File: src/rtl/fsm_checker_lfsr.sv
// 9-bit Fibonacci LFSR (taps 9,5) with synchronous load and step controls.
module fsm_checker_lfsr #(
  parameter logic [8:0] SEED = 9'h1A5
) (
  input  logic       clock,
  input  logic       reset,
  input  logic       load,
  input  logic       step,
  output logic [8:0] q
);

  logic [8:0] q_reg;

  always_ff @(posedge clock or posedge reset) begin
    if (reset) begin
      q_reg <= SEED;
    end else if (load) begin
      q_reg <= SEED;
    end else if (step) begin
      q_reg <= {q_reg[7:0], q_reg[8] ^ q_reg[4]};
    end
  end

  assign q = q_reg;

endmodule

File: config.mk
export PLATFORM = sky130hd
export DESIGN_NAME = fsm_checker_lfsr
export DESIGN_NICKNAME = d
export VERILOG_FILES = /design/src/rtl/fsm_checker_lfsr.sv
export SDC_FILE = /design/constraint.sdc
export NUM_CORES = 1
export LEC_CHECK = 0
export CELL_PAD_IN_SITES_DETAIL_PLACEMENT = 1
export CELL_PAD_IN_SITES_GLOBAL_PLACEMENT = 2
export CORE_MARGIN = 8
export CORE_UTILIZATION = 23
export DETAILED_ROUTE_END_ITERATION = 10
export GPL_TIMING_DRIVEN = 1
export PLACE_DENSITY = 0.79
export SLEW_MARGIN = 0
export SYNTH_ARGS = -nofsm -noshare
export SYNTH_HDL_FRONTEND = slang
export SYNTH_SLANG_ARGS = --single-unit
File: constraint.sdc
create_clock -name clock -period 0.8 [get_ports clock]
set_input_delay 0.16 -clock clock [delete_from_list [all_inputs] [get_ports clock]]
set_output_delay 0.16 -clock clock [all_outputs]
set_load 0.1 [all_outputs]
==> results.md, run 1 <==
* Outcome: finished with violations
* Failing checks: setup timing
* Die ar. at around 3200 sq um
* Clock sinks at 9
* Post-route worst setup slack at -0.430 ns
* Clk_lat worst skew at 0.26 ns
* First-pass GRT wire length at between 1.5 and 2 mm
* Sequential element share of the synthesized area at 0.609
* Vias per cell at ~4.4
* CP required at 0.64 ns
* Die Wd at approximately 57 um
* Final Hold Violating Endpoints at 0
* CP max stage cell: dfstp_4
* Commonest non-fill, non-tap cells in the layout: 11 x buf_12, 8 x buf_6, 7 x mux2i_1
* Worst EP arrival at about 1.1 ns
* Worst r2r dst: q[6]
* Critical setup path kind: flop to output port
* GRT Total Usage at 0.0787
* Die height at around 57 um
* CP cell instances: buf_12
* Startpoint types: flop
* Lkg Pwr at about 0.38 nW
* CTS clk-pin slew, worst paths at 0.06 ns
* Site Rows at 14
* Initial antenna violation count at 0
* TNS Setup at -5.00 ns
* Tmin final at between 1 and 1.5 ns
* Final Util at 0.548
* CTS tree: yes
* DRT iter0 DRCs at 4
* Post-Syn Area at approximately 380 sq um
* Tightest Pin Transition at roughly 0.18 ns
* Syn nets at 35
* Root Buffer: clkbuf_4
* Total gr overflow at 0
* Period utilisation layout at 1.54
* RSZ-0062 raised after global routing: true
* Dpl hpwl at roughly 760 um
* Max-Cap Viols at 0
* IO Pins at 13
* Router iterations before antenna repair at 4
* Number of global-route vias before repair at about 400
* Worst reg2reg path depth at 4
* Headroom to the max-slew limit at 0.881
* CP top delay family: flip-flops
* Power per cell area at 1810 nW/um^2
* #FFs+latches synth at 9
* Synthesis-to-layout area growth at 120%
* CTS Buf Count at 3
* Post-Layout Inst Area at 836 sq um
* Fin nets at 66
* Crit end category: output port
* Flop2flop setup slack at -0.28 ns
* Routed Antenna Nets at 0
* Share of layout cells above drive strength 1 at 0.623
* Wirelength per Cell at 15.5 um
* Core area at ~1500 sq um
* Worst path bufs/invs at 1
* Pre-CTS setup slack at -0.450 ns
* Synthesized area per cell at approximately 12 sq um
* Ant diodes at 0
* CP max stage delay at 0.64 ns
* # setup viols final at 18
* CTS H-Tree Depth at 1
* Hold WC Path Type: input pin to async pin
* Vias at 336
* Fmax at roughly 0.81 GHz
* Max reg flops at 9
* Drt drc at 0
* Fin Clk Skew at between 0.002 and 0.0025 ns
* Final Max Slew Viols at 0
* Peak supply drop at between 0.0009 and 0.001 V
* Synth unique cells at 10
* Initial core utilization at 0.250
* Most common cell after layout, fill and taps aside: buf_12
* Placer Congestion at a little over 0.7
* Critical R2R Launch: q[5]
* Synth Instances at 31
* Ys Warns at 0
* Number of port buffers at 12
* Area post-placement at between 600 and 700 sq um
* Crit Path Max Fanout at 2
* Hold-fix buffer count after cts at 0
* Clk buf depth at 2
* Total Wirelength at 1.19 mm
* Largest net degree at the start of global routing at 11
==> cells in the mapped netlist <==
master	number	share of area
a31oi_1	1	0.016
buf_6	1	0.030
dfrtp_1	4	0.26
dfstp_2	5	0.35
inv_1	2	0.020
mux2i_1	8	0.21
nand2_1	4	0.039
nor2_1	4	0.039
nor3_1	1	0.013
xnor2_1	1	0.023
==> kinds of logic (layout without fill, tap and decap cells) <==
| kind of cell | count (synthesis) | in the layout | share of synthesized area |
|---|---|---|---|
| compound gates | 1 | 1 | 0.0165 |
| xor+xnor | 1 | 1 | 0.0230 |
| buf+inv | 3 | 33 | 0.0493 |
| flops | 9 | 9 | 0.609 |
| mux | 8 | 8 | 0.211 |
| simple gates | 9 | 9 | 0.0921 |
==> power breakdown <==
group	switching (W)	total [W]	internal, W
clock	0.000164	0.000356	0.000192
combinational	0.000338	0.000597	0.000259
sequential	0.0000389	0.000559	0.000520
total	0.000541	0.00151	0.000971
==> area by class of cell <==
class | instances | area [sq um]
well taps | 16 | 20.0
flip-flops and latches | 9 | 265
multi-input cells | 19 | 139
clock buffers | 4 | 26.3
repair buffers | 27 | 378
inverters | 2 | 7.51
fillers | 148 | 688
==> per-stage QoR <==
| step | cells | power, W | hold WS (ns) |
|---|---|---|---|
| after global placement | 62 | 0.00107 | 0.462 |
| after detailed placement | 62 | 0.00108 | 0.475 |
| after floorplan | 31 | 0.000862 | -0.0156 |
| final | 77 | 0.00151 | 0.194 |
| after CTS | 75 | 0.00150 | 0.191 |
| after global routing | 77 | 0.00158 | 0.231 |
==> how the worst max path moves through the flow <==
stage | endpoint | start | depth (start not counted) | slack, ns
after floorplan | q[0] | q[8] | 2 | -0.29
after global placement | q[3] | step | 4 | -0.38
after detailed placement | q[6] | step | 4 | -0.45
after CTS | q[7] | q[7] | 1 | -0.43
after global routing | q[0] | q[0] | 1 | -0.45
final | q[7] | q[7] | 1 | -0.43
==> what timing repair did <==
item | in CTS | in global routing
resized for setup | 4 | 8
pin swaps | 1 | 4
buffers inserted | 9 | 4
setup endpoints to repair | 18 | 18
==> routing by layer <==
metal	track usage	wire [um]	up-vias
met3	0.0494	90	2
met2	0.135	644	10
met4	0.0206	7	0
met1	0.0769	449	163
li1	-	-	161
met5	0	0	-
Power figures use the tool's default switching activity.
==> inputs of run 2 (changes only) <==
--- a/config.mk
+++ b/config.mk
@@ -12,4 +12,5 @@
 export DETAILED_ROUTE_END_ITERATION = 10
 export GPL_TIMING_DRIVEN = 1
+export HOLD_SLACK_MARGIN = 0.03
 export PLACE_DENSITY = 0.79
 export SLEW_MARGIN = 0
==> constraint.sdc (replaced) <==
create_clock -name clock -period 0.8 [get_ports clock]
set_input_delay 0.12 -clock clock [delete_from_list [all_inputs] [get_ports clock]]
set_output_delay 0.12 -clock clock [all_outputs]
set_load 0.1 [all_outputs]
==> run 2 against run 1 <==
Effect of this change: the run still ends with setup timing left; combinational power is 8.9% lower; maximum frequency is 3.8% higher; count of clock-buffer cells in the layout stayed put; final area is 9.1% lower; first-iteration DRC count is 50% lower; clock skew is 0.0027 ns higher; utilization is 5.0 points lower; die area stayed put; via count is 0.89% lower; global-route usage is 0.65 points lower; worst hold slack worse by 0.074 ns; non-clock buffer count is 2 lower; critical path type unchanged; largest cell class unchanged.
==> results.md, run 2 (synthesis gave the netlist of run 1 again) <==
* Power per cell area at 1900 nW/um^2 (+5.3%)
* Die Wd at 56.7 um (unchanged)
* IO Pins at 13 (unchanged)
* Vias at 333 (-0.89%)
* Total Wirelength at 1.08 mm (-9.5%)
* Root Buffer: clkbuf_4
* CTS H-Tree Depth at 1 (unchanged)
* Most common cell after layout, fill and taps aside: buf_4
* CP max stage cell: dfstp_4
* Net switching power at 0.000517 W (-4.4%)
* Dpl cells at 62 (unchanged)
* Largest net degree at the start of global routing at 10 (-1)
* CTS clk-pin slew, worst paths at 0.06 ns (about the same)
* Share of layout cells above drive strength 1 at 0.576 (-0.0467)
* Period utilisation layout at 1.48 (-0.0558)
* Critical setup path kind: flop to output port
* Flop2flop setup slack at -0.23 ns (+0.05 ns)
* Hold-fix buffer count after cts at 0 (unchanged)
* Tightest Pin Transition at 0.355 ns (+0.179 ns)
* Hold_ws at 0.120 ns (-0.0738 ns)
* Clock share of power at 0.241 (+0.005)
* Peak supply drop at 0.000908 V (+0.64%)
* Clock sinks at 9 (unchanged)
* Ant diodes at 0 (unchanged)
* Max reg flops at 9 (unchanged)
* Initial core utilization at 0.250 (unchanged)
* Worst path bufs/invs at 1 (unchanged)
* Crit Path Max Fanout at 2 (unchanged)
* CP max stage delay at 0.63 ns (about the same)
* Routed Antenna Nets at 0 (unchanged)
* Failing checks: setup timing
* Final Util at 0.498 (-0.0501)
* Dpl hpwl at 795 um (+4.1%)
* Router iterations before antenna repair at 2 (-2)
* Startpoint types: flop
* Crit end category: output port
* CP top delay family: flip-flops
* Logic pwr share at 0.376 (-0.019)
* Switch share at 0.358 (about the same)
* CP required at 0.68 ns (+0.04 ns)
* CTS tree: yes
* Fin nets at 64 (-3.0%)
* RSZ-0062 raised after global routing: true
* Outcome: finished with violations
* First-pass GRT wire length at 1.79 mm (-10%)
* Lkg Pwr at 0.352 nW (-7.0%)
* Sequential share of power at 0.383 (+0.013)
* Die height at 56.7 um (unchanged)
* DRT iter0 DRCs at 2 (-2)
* # setup viols final at 18 (unchanged)
* Layout fillers at 154 (+4.1%)
* Commonest non-fill, non-tap cells in the layout: 11 x buf_4, 9 x buf_12, 8 x mux2i_1
* Internal power at 0.000929 W (-4.3%)
* Headroom to the max-slew limit at 0.763 (-0.117)
* Core area at 1520 sq um (unchanged)
* Clk_lat worst skew at 0.26 ns (about the same)
* Synthesis-to-layout area growth at 99.7%
* GRT Total Usage at 0.0723 (-0.00647)
* Tmin final at 1.18 ns (-0.0446 ns)
* CTS Buf Count at 3 (unchanged)
* Total gr overflow at 0 (unchanged)
* Initial antenna violation count at 0 (unchanged)
* Wirelength per Cell at 14.4 um (-7.1%)
* Hold WC Path Type: input pin to async pin
* Tot Pwr at 0.00145 W (-4.3%)
* Number of port buffers at 12 (unchanged)
* Max-Cap Viols at 0 (unchanged)
* Sequential Area at 260 sq um (-1.9%)
* Clk buf depth at 2 (unchanged)
* Die ar. at 3210 sq um (unchanged)
* Multi-input gate area at 130 sq um (-6.3%)
* Fin cells at 75 (-2.6%)
* Pre-CTS setup slack at -0.356 ns (+0.0942 ns)
* Final Hold Violating Endpoints at 0 (unchanged)
* Drt drc at 0 (unchanged)
* Post-route worst setup slack at -0.385 ns (+0.0446 ns)
* Number of global-route vias before repair at 403 (-2.2%)
* Vias per cell at 4.44 (+1.8%)
* Fin Clk Skew at 0.00471 ns (+0.00267 ns)
* Placer Congestion at 0.702 (-1.6%)
* Worst EP arrival at 1.06 ns (about the same)
* Fmax at 0.844 GHz (+3.8%)
* Site Rows at 14 (unchanged)
* Final Max Slew Viols at 0 (unchanged)
* CP cell instances: buf_12
==> run 2: cell count changes in the layout (fill, tap and decap cells not counted), sizes merged <==
cell / previous run / this run
buf: 24 / 22
==> run 2: per-stage QoR <==
stage | TNS, ns | area [sq um]
after floorplan | -2.44 | 409
after CTS | -4.15 | 759
after global placement | -3.28 | 658
after detailed placement | -3.39 | 658
after global routing | -4.60 | 759
final | -4.04 | 759
==> run 2: power groups by stage <==
stage               combinational, W  sequential, W  clock (W)
finish                      0.000544       0.000554   0.000348
global route                0.000566       0.000557   0.000396
floorplan                  0.0000693       0.000787          0
global placement            0.000481       0.000567          0
CTS                         0.000549       0.000554   0.000365
detailed placement          0.000485       0.000572          0
==> run 2: what timing repair did <==
action,in CTS,in global routing
cloned,0,0
endpoints found under the setup margin,18,18
endpoints found under the hold margin,0,0
gates resized for setup,2,0
buffers inserted,9,0
==> run 2: path summary, 6_finish.rpt <==
path / startpoint / to / cells past startpoint
max: q[7] / q[7] / 1
min: reset / q[1] / 2
max reg2reg: q[8] / q[0] / 3
min reg2reg: q[1] / q[2] / 3
max in group asynchronous: reset / q[8] / 2
min in group clock: load / q[2] / 3
==> run 2: area by class of cell <==
| type | count | share of cell area |
|---|---|---|
| tap | 16 | 0.0264 |
| timing repair buffer | 25 | 0.415 |
| clock buffer | 4 | 0.0346 |
| sequential | 9 | 0.343 |
| multi-input combinational | 19 | 0.171 |
| inverter | 2 | 0.00988 |
==> run 2: metal layers <==
layer  global-route usage  wire (um)
met2                0.125        570
met1               0.0610        375
met4               0.0515         27
met3               0.0382        105
met5                    0          0
==> inputs of run 3 (changes only) <==
Settings changed: ABC_CLOCK_PERIOD_IN_PS set to 800.
==> results of run 3 <==
Final layout, timing and power as in run 2 (identical DEF).
